--- src/rtl/nibble_serial_add_ctrl.sv ---
`default_nettype none
// ============================================================================
// Module      : nibble_serial_add_ctrl
// Description : WIDTH-bit two's-complement add/subtract built from one 4-bit
//               full-adder slice. The slice is sequenced LSB nibble first,
//               one nibble per clock, and the carry is held in a register
//               between steps. Operands arrive and results leave over
//               valid/ready handshakes.
// Revision    : 1.0  initial release
// ----------------------------------------------------------------------------
// Ports
//   clk          in   clock, rising edge
//   rst_n        in   asynchronous active-low reset
//   start_valid  in   operand request valid
//   start_ready  out  controller idle, can accept an operation
//   a, b         in   WIDTH-bit two's-complement operands
//   sub          in   0 = a+b, 1 = a-b
//   res_valid    out  result available
//   res_ready    in   consumer accepts result
//   sum          out  WIDTH-bit result
//   carryout     out  carry out of the MSB (subtract: 1 = no borrow)
//   overflow     out  signed overflow of the full-width operation
//   busy         out  operation in progress or result pending
// ============================================================================
module nibble_serial_add_ctrl #(
    parameter int WIDTH = 16
) (
    input  logic             clk,
    input  logic             rst_n,
    input  logic             start_valid,
    output logic             start_ready,
    input  logic [WIDTH-1:0] a,
    input  logic [WIDTH-1:0] b,
    input  logic             sub,
    output logic             res_valid,
    input  logic             res_ready,
    output logic [WIDTH-1:0] sum,
    output logic             carryout,
    output logic             overflow,
    output logic             busy
);

    localparam int STEPS  = WIDTH / 4;
    localparam int STEP_W = (STEPS > 1) ? $clog2(STEPS) : 1;
    localparam logic [STEP_W-1:0] LAST_STEP = STEP_W'(STEPS - 1);

    typedef enum logic [1:0] {
        IDLE = 2'd0,
        RUN  = 2'd1,
        DONE = 2'd2
    } state_t;

    state_t            state_q, state_d;
    logic [WIDTH-1:0]  a_q, a_d;
    logic [WIDTH-1:0]  b_q, b_d;      // effective operand: already inverted for subtract
    logic              carry_q, carry_d;
    logic [STEP_W-1:0] step_q, step_d;
    logic [WIDTH-1:0]  sum_q, sum_d;
    logic              cout_q, cout_d;
    logic              ovf_q, ovf_d;

    // ------------------------------------------------------------------
    // 4-bit slice. The low three bits are added separately so the carry
    // into bit 3 is available for the signed-overflow term.
    // ------------------------------------------------------------------
    logic [3:0] a_nib;
    logic [3:0] b_nib;
    logic [3:0] lo_sum;
    logic       c3;
    logic [3:0] slice_sum;
    logic       slice_cout;

    assign a_nib      = a_q[{step_q, 2'b00} +: 4];
    assign b_nib      = b_q[{step_q, 2'b00} +: 4];
    assign lo_sum     = {1'b0, a_nib[2:0]} + {1'b0, b_nib[2:0]} + {3'b000, carry_q};
    assign c3         = lo_sum[3];
    assign slice_sum  = {a_nib[3] ^ b_nib[3] ^ c3, lo_sum[2:0]};
    assign slice_cout = (a_nib[3] & b_nib[3]) | (c3 & (a_nib[3] ^ b_nib[3]));

    // ------------------------------------------------------------------
    // State register
    // ------------------------------------------------------------------
    always_ff @(posedge clk or negedge rst_n) begin
        if (!rst_n) begin
            state_q <= IDLE;
            a_q     <= '0;
            b_q     <= '0;
            carry_q <= 1'b0;
            step_q  <= '0;
            sum_q   <= '0;
            cout_q  <= 1'b0;
            ovf_q   <= 1'b0;
        end else begin
            state_q <= state_d;
            a_q     <= a_d;
            b_q     <= b_d;
            carry_q <= carry_d;
            step_q  <= step_d;
            sum_q   <= sum_d;
            cout_q  <= cout_d;
            ovf_q   <= ovf_d;
        end
    end

    // ------------------------------------------------------------------
    // Next-state logic
    // ------------------------------------------------------------------
    always_comb begin
        state_d = state_q;
        a_d     = a_q;
        b_d     = b_q;
        carry_d = carry_q;
        step_d  = step_q;
        sum_d   = sum_q;
        cout_d  = cout_q;
        ovf_d   = ovf_q;

        unique case (state_q)
            IDLE: begin
                if (start_valid) begin
                    a_d     = a;
                    // Subtract is A + ~B + 1: invert here, inject the +1
                    // through the initial carry.
                    b_d     = sub ? ~b : b;
                    carry_d = sub;
                    step_d  = '0;
                    state_d = RUN;
                end
            end
            RUN: begin
                sum_d[{step_q, 2'b00} +: 4] = slice_sum;
                carry_d = slice_cout;
                step_d  = step_q + 1'b1;
                if (step_q == LAST_STEP) begin
                    cout_d  = slice_cout;
                    ovf_d   = c3 ^ slice_cout;
                    step_d  = '0;
                    state_d = DONE;
                end
            end
            DONE: begin
                if (res_ready) begin
                    state_d = IDLE;
                end
            end
            default: begin
                state_d = IDLE;
            end
        endcase
    end

    assign start_ready = (state_q == IDLE);
    assign res_valid   = (state_q == DONE);
    assign busy        = (state_q != IDLE);
    assign sum         = sum_q;
    assign carryout    = cout_q;
    assign overflow    = ovf_q;

endmodule
`default_nettype wire

--- config.mk ---
export PLATFORM = sky130hd
export DESIGN_NAME = nibble_serial_add_ctrl
export DESIGN_NICKNAME = d
export VERILOG_FILES = /design/src/rtl/nibble_serial_add_ctrl.sv
export SDC_FILE = /design/constraint.sdc
export NUM_CORES = 1
export LEC_CHECK = 0
export BUFFER_PORTS_ARGS = -buffer_cell sky130_fd_sc_hd__buf_2
export CAP_MARGIN = 20
export CORE_ASPECT_RATIO = 1.5
export CORE_MARGIN = 2
export CORE_UTILIZATION = 50
export CTS_BUF_LIST = sky130_fd_sc_hd__clkbuf_16
export CTS_CLUSTER_SIZE = 30
export DETAILED_ROUTE_END_ITERATION = 6
export PLACE_DENSITY = 0.74
export SYNTH_ARGS = -nofsm -noshare
export SYNTH_HDL_FRONTEND = slang
export SYNTH_SLANG_ARGS = --single-unit
--- constraint.sdc ---
create_clock -name clk -period 3.67 [get_ports clk]
set_input_delay 0.367 -clock clk [delete_from_list [all_inputs] [get_ports clk]]
set_output_delay 0.367 -clock clk [all_outputs]
set_load 0.02 [all_outputs]
; Word level (Yosys, flattened, before mapping)
; Index checks and enable logic that the tools add are counted.
[word_totals]
out_inout_bits = 21
input_bits = 37
ff_bits = 55
[classes]
n_mux = 11
add_sub_neg = 4
bitwise = 7
reduce_logical = 7
n_eq_ne = 6
shift = 4
[ops]
columns = cell, count
row1 = $shiftx A16 B5 Y4, 2
row2 = $bwmux W16, 1
row3 = $mux W16, 1
row4 = $not A16 Y16, 1
row5 = $shift A4 B6 Y16 const A, 1
row6 = $shiftx A4 B6 Y16, 1
row7 = $mux W2, 5
row8 = $neg A4 Y6, 1
row9 = $pmux W2 S3, 1
row10 = $reduce_and A2 Y1, 3
row11 = $add A3 B3 Y4, 1
row12 = $add A4 B1 Y4, 1
row13 = $eq A2 B2 Y1 const B, 2
row14 = $ne A2 B2 Y1 const B, 2
row15 = $pmux W2 S2, 1
row16 = $reduce_bool A2 Y1, 2
row17 = $reduce_and A3 Y1, 1
row18 = $xor A1 B1 Y1, 3
row19 = $add A2 B1 Y2 const B, 1
row20 = $and A1 B1 Y1, 2
row21 = $eq A2 B1 Y1 const B, 1
row22 = $logic_not A2 Y1, 1
row23 = $ne A2 B1 Y1 const B, 1
row24 = $pmux W1 S2, 1
row25 = other kinds (2), 2

; Depth between registers and ports, before layout
[logic_depth]
ltp_word = 6
ltp_mapped = 9

; Worst setup path after synthesis
; No wires, ideal clock.
[synth_path]
path_type = register -> register
startpoint = register step_q[0]
endpoint = register ovf_q, in the netlist overflow
setup_time_ps = 126
path_stages_with_launch = 10
path_slack_ps = 978
arrival_time_ps = 2566
required_time_ps = 3544
synth_period_minus_slack_ps = 2692
path_cell_list = dfrtp_1 > buf_4 > mux4_2 > fa_1 > nand3_1 > nand2_1 > fa_1 > inv_1 > nor4bb_1 > a221o_1
[synth_between]
elab_chain_len = 6
word_cells_on_any_way = 11
cone_classes = 2 x add/sub / 1 x eq/ne / 2 x shift / 5 x bitwise / 1 x reduce/logical
[synth_lines]
columns = element, line
row1 = from (decl), 57  ; logic [STEP_W-1:0] step_q, step_d;
row2 = from (signal assigned), 98  ; step_q <= step_d;
row3 = $shiftx A16 B5 Y4 (on tied branches), "73, 74"
row4 = $add A3 B3 Y4, 75  ; assign lo_sum = {1'b0, a_nib[2:0]} + {1'b0, b_nib[2:0]} + {3'b000, carry_q};
row5 = $add A4 B1 Y4, 75
row6 = $and A1 B1 Y1, 78  ; assign slice_cout = (a_nib[3] & b_nib[3]) | (c3 & (a_nib[3] ^ b_nib[3]));
row7 = $or A1 B1 Y1 (*), 78
row8 = via slice_cout, 71  ; logic slice_cout;
row9 = $xor A1 B1 Y1 (*), 136  ; ovf_d = c3 ^ slice_cout;
row10 = to (signal assigned), 101  ; ovf_q <= ovf_d;
row11 = to (decl), 60  ; logic ovf_q, ovf_d;
; Mark *: on every way through the listed nets, which the timed path passes. The rest lies on a longest branch.
; A chain may end at the register's enable or synchronous reset.

; Worst setup path after layout
; Same ends and word-level chain as after synthesis.

==> flow_summary.json <==
{
  "core_um2": 5450,
  "vias": 1907,
  "grt_pass1_wl_um": 8797,
  "cts_max_level": 2,
  "num_antenna_cells": 0,
  "port_buffers": 57,
  "rows": 33,
  "yosysWarningCount": 0,
  "die_width_um": 65.08,
  "post-route-util": 0.5893,
  "cp.required_ns": 3.85,
  "synthCells": 246,
  "synth_ff_type": "dfrtp_1",
  "final_layout_size_suffix_gt1_frac": 0.3256,
  "hold_class": "primary input to async pin",
  "synth_area_um2": 2798,
  "synth_edf_count": 0,
  "hpwl_um": 3873,
  "ys_seq_area_frac": 0.4919,
  "avgSynthCellArea_um2": 11.37,
  "drc_errors": 0,
  "critPathLaunchType": "register",
  "worstSetupPathType": "register to register",
  "power.total_mw": 2.924,
  "ctsRootBufferMaster": "clkbuf_16",
  "fin_crit_ns": 3.026,
  "initial_utilization": 0.5133,
  "drt_iter0_drc": 96,
  "rsz0062_at_grt": "no",
  "stdcell_count": 371,
  "path_max_fanout": 17,
  "fp.dieH_um": 95.62,
  "antenna_left": 0,
  "yosys-top-cells-area": "dfrtp_1 49%, nand2_1 9.7%, mux4_2 6.4%, xnor2_1 5.0%, a22o_1 4.7%",
  "relSlewSlack": 0.4804,
  "grt_max_degree": 52,
  "synth_area_leader_cell": "dfrtp_1",
  "cts_buffer_depth": 2,
  "viasPerCell": 5.140,
  "grt_pass1_vias": 1928,
  "tightest_slew_ns": 0.7795,
  "vdd_drop_max_v": 0.0003701,
  "max_cap_violations": 0,
  "synth_async_sr_flop_share": 1.000,
  "area_growth_pct": 14.80,
  "cts_setup_buffers": 0,
  "cts.sinks": 55,
  "max_freq_mhz": 330.5,
  "io_pins": 58,
  "post_drt_wl_per_cell_um": 13.67,
  "antenna_found_initial": 0,
  "n_fill_cell": 518,
  "clk_pin_slew_ns": 0.07,
  "cp.arrival_ns": 3.20,
  "gp_congestion": 0.8067,
  "ys_types": 35,
  "synth.top_cell.area_share": 0.4919,
  "final_max_slew_viol_count": 0,
  "cts_inserted_buffers": 5,
  "multiInputGateArea_um2": 1265,
  "nets": 348,
  "wl_um": 5073,
  "grt_use_total": 0.1875,
  "synth-seq-cells": 55,
  "fin_setup_tns_ns": 0,
  "seq_area_um2": 1376,
  "status": "finished, final reports clean",
  "hold_violations": 0,
  "yosysMostFrequentCell": "nand2_1",
  "cts_tree": "yes",
  "leakage_nw": 1.631,
  "setup_viol": 0,
  "insertion_delay_ns": 0.29,
  "power.density_nw_per_um2": 910.3,
  "fin_skew_ns": 0.005737,
  "synth_nets": 294,
  "post_cts_resized": 0,
  "ctsHoldBuffers": 0,
  "finalCritPeriodShare": 0.8245,
  "end_kind": "register",
  "whs_ns": 0.1115,
  "drt-pass1-iter-count": 4,
  "grt_overflow": 0,
  "dieArea_um2": 6222,
  "yosys-top-cells-count": "72 x nand2_1, 55 x dfrtp_1, 16 x xnor2_1",
  "dp.cells": 362
}
[layout by cell type, fill, tap and decap left out, drive strengths merged, types with 3 or more instances in the layout]
cell type  netlist  final
dfrtp           55     55
o31ai            3      3
inv              9     11
o21ai           18     18
ha               8      8
buf             12     60
a22o            15     15
clkbuf           1      5
nand2           72     72
nand2b           3      3
nand3b           4      4
fa               3      3
nand3            3      3
xnor2           16     16
mux4             8      8
[where the power goes]
part           leakage, nW  internal, mW  switching, mW
combinational        0.851         0.597          0.810
clock               0.0762         0.247          0.199
sequential           0.704         0.858          0.213
[metal layers]
| layer | track usage | part of all wire |
|---|---|---|
| met3 | 0.02952 | 0.034 |
| met4 | 0.06771 | 0.017 |
| met1 | 0.2071 | 0.39 |
| met5 | 0 | 0 |
| met2 | 0.3582 | 0.56 |
[logic make-up (layout without fill, tap and decap cells)]
kind of cell / count (synthesis) / after routing / synth area share
mux: 8 / 8 / 0.06440
flops: 55 / 55 / 0.4919
fa+ha+maj: 11 / 11 / 0.05725
simple gates: 94 / 94 / 0.1619
xor+xnor: 17 / 17 / 0.05322
compound gates: 39 / 39 / 0.1154
buf+inv: 22 / 77 / 0.05590
[cell type report]
cell class | instances | area share
clock buffers | 5 | 0.03896
clock inverters | 3 | 0.003896
flip-flops and latches | 55 | 0.4285
well taps | 70 | 0.02727
repair buffers | 60 | 0.09700
multi-input cells | 169 | 0.3938
inverters | 9 | 0.01052
[final timing paths]
check                      startpoint        end  slack [ns]  depth (start not counted)
max                         step_q[0]   overflow        0.64                          8
min                             rst_n     a_q[1]        0.11                          1
max reg2reg                 step_q[0]   overflow        0.64                          8
min reg2reg                   a_q[15]    a_q[15]        0.47                          2
max in group asynchronous       rst_n  step_q[0]        2.76                          2
min in group clk                 a[0]     a_q[0]        0.26                          3
[sequential cells by signal (all words and copies together), names as in the netlist]
name and cells:
step_q 2, a_q 16, carry_q 1, sum 16
overflow 1, b_q 16, carryout 1, state_q 2
[critical path: stages (launching register included)]
cell	delay, ns
dfrtp_1	0.85
mux4_2	0.61
fa_1	0.42
nand3_1	0.12
nand2_1	0.09
fa_1	0.41
inv_1	0.09
nor4bb_1	0.06
a221o_1	0.27
[through the flow]
| stage | setup WS [ns] | area [um^2] |
|---|---|---|
| after floorplan | 0.9783 | 2798 |
| after global placement | 0.7230 | 3063 |
| after detailed placement | 0.6327 | 3063 |
| after CTS | 0.6188 | 3201 |
| after global routing | 0.4300 | 3212 |
| final | 0.6442 | 3212 |
Power figures use the tool's default switching activity.
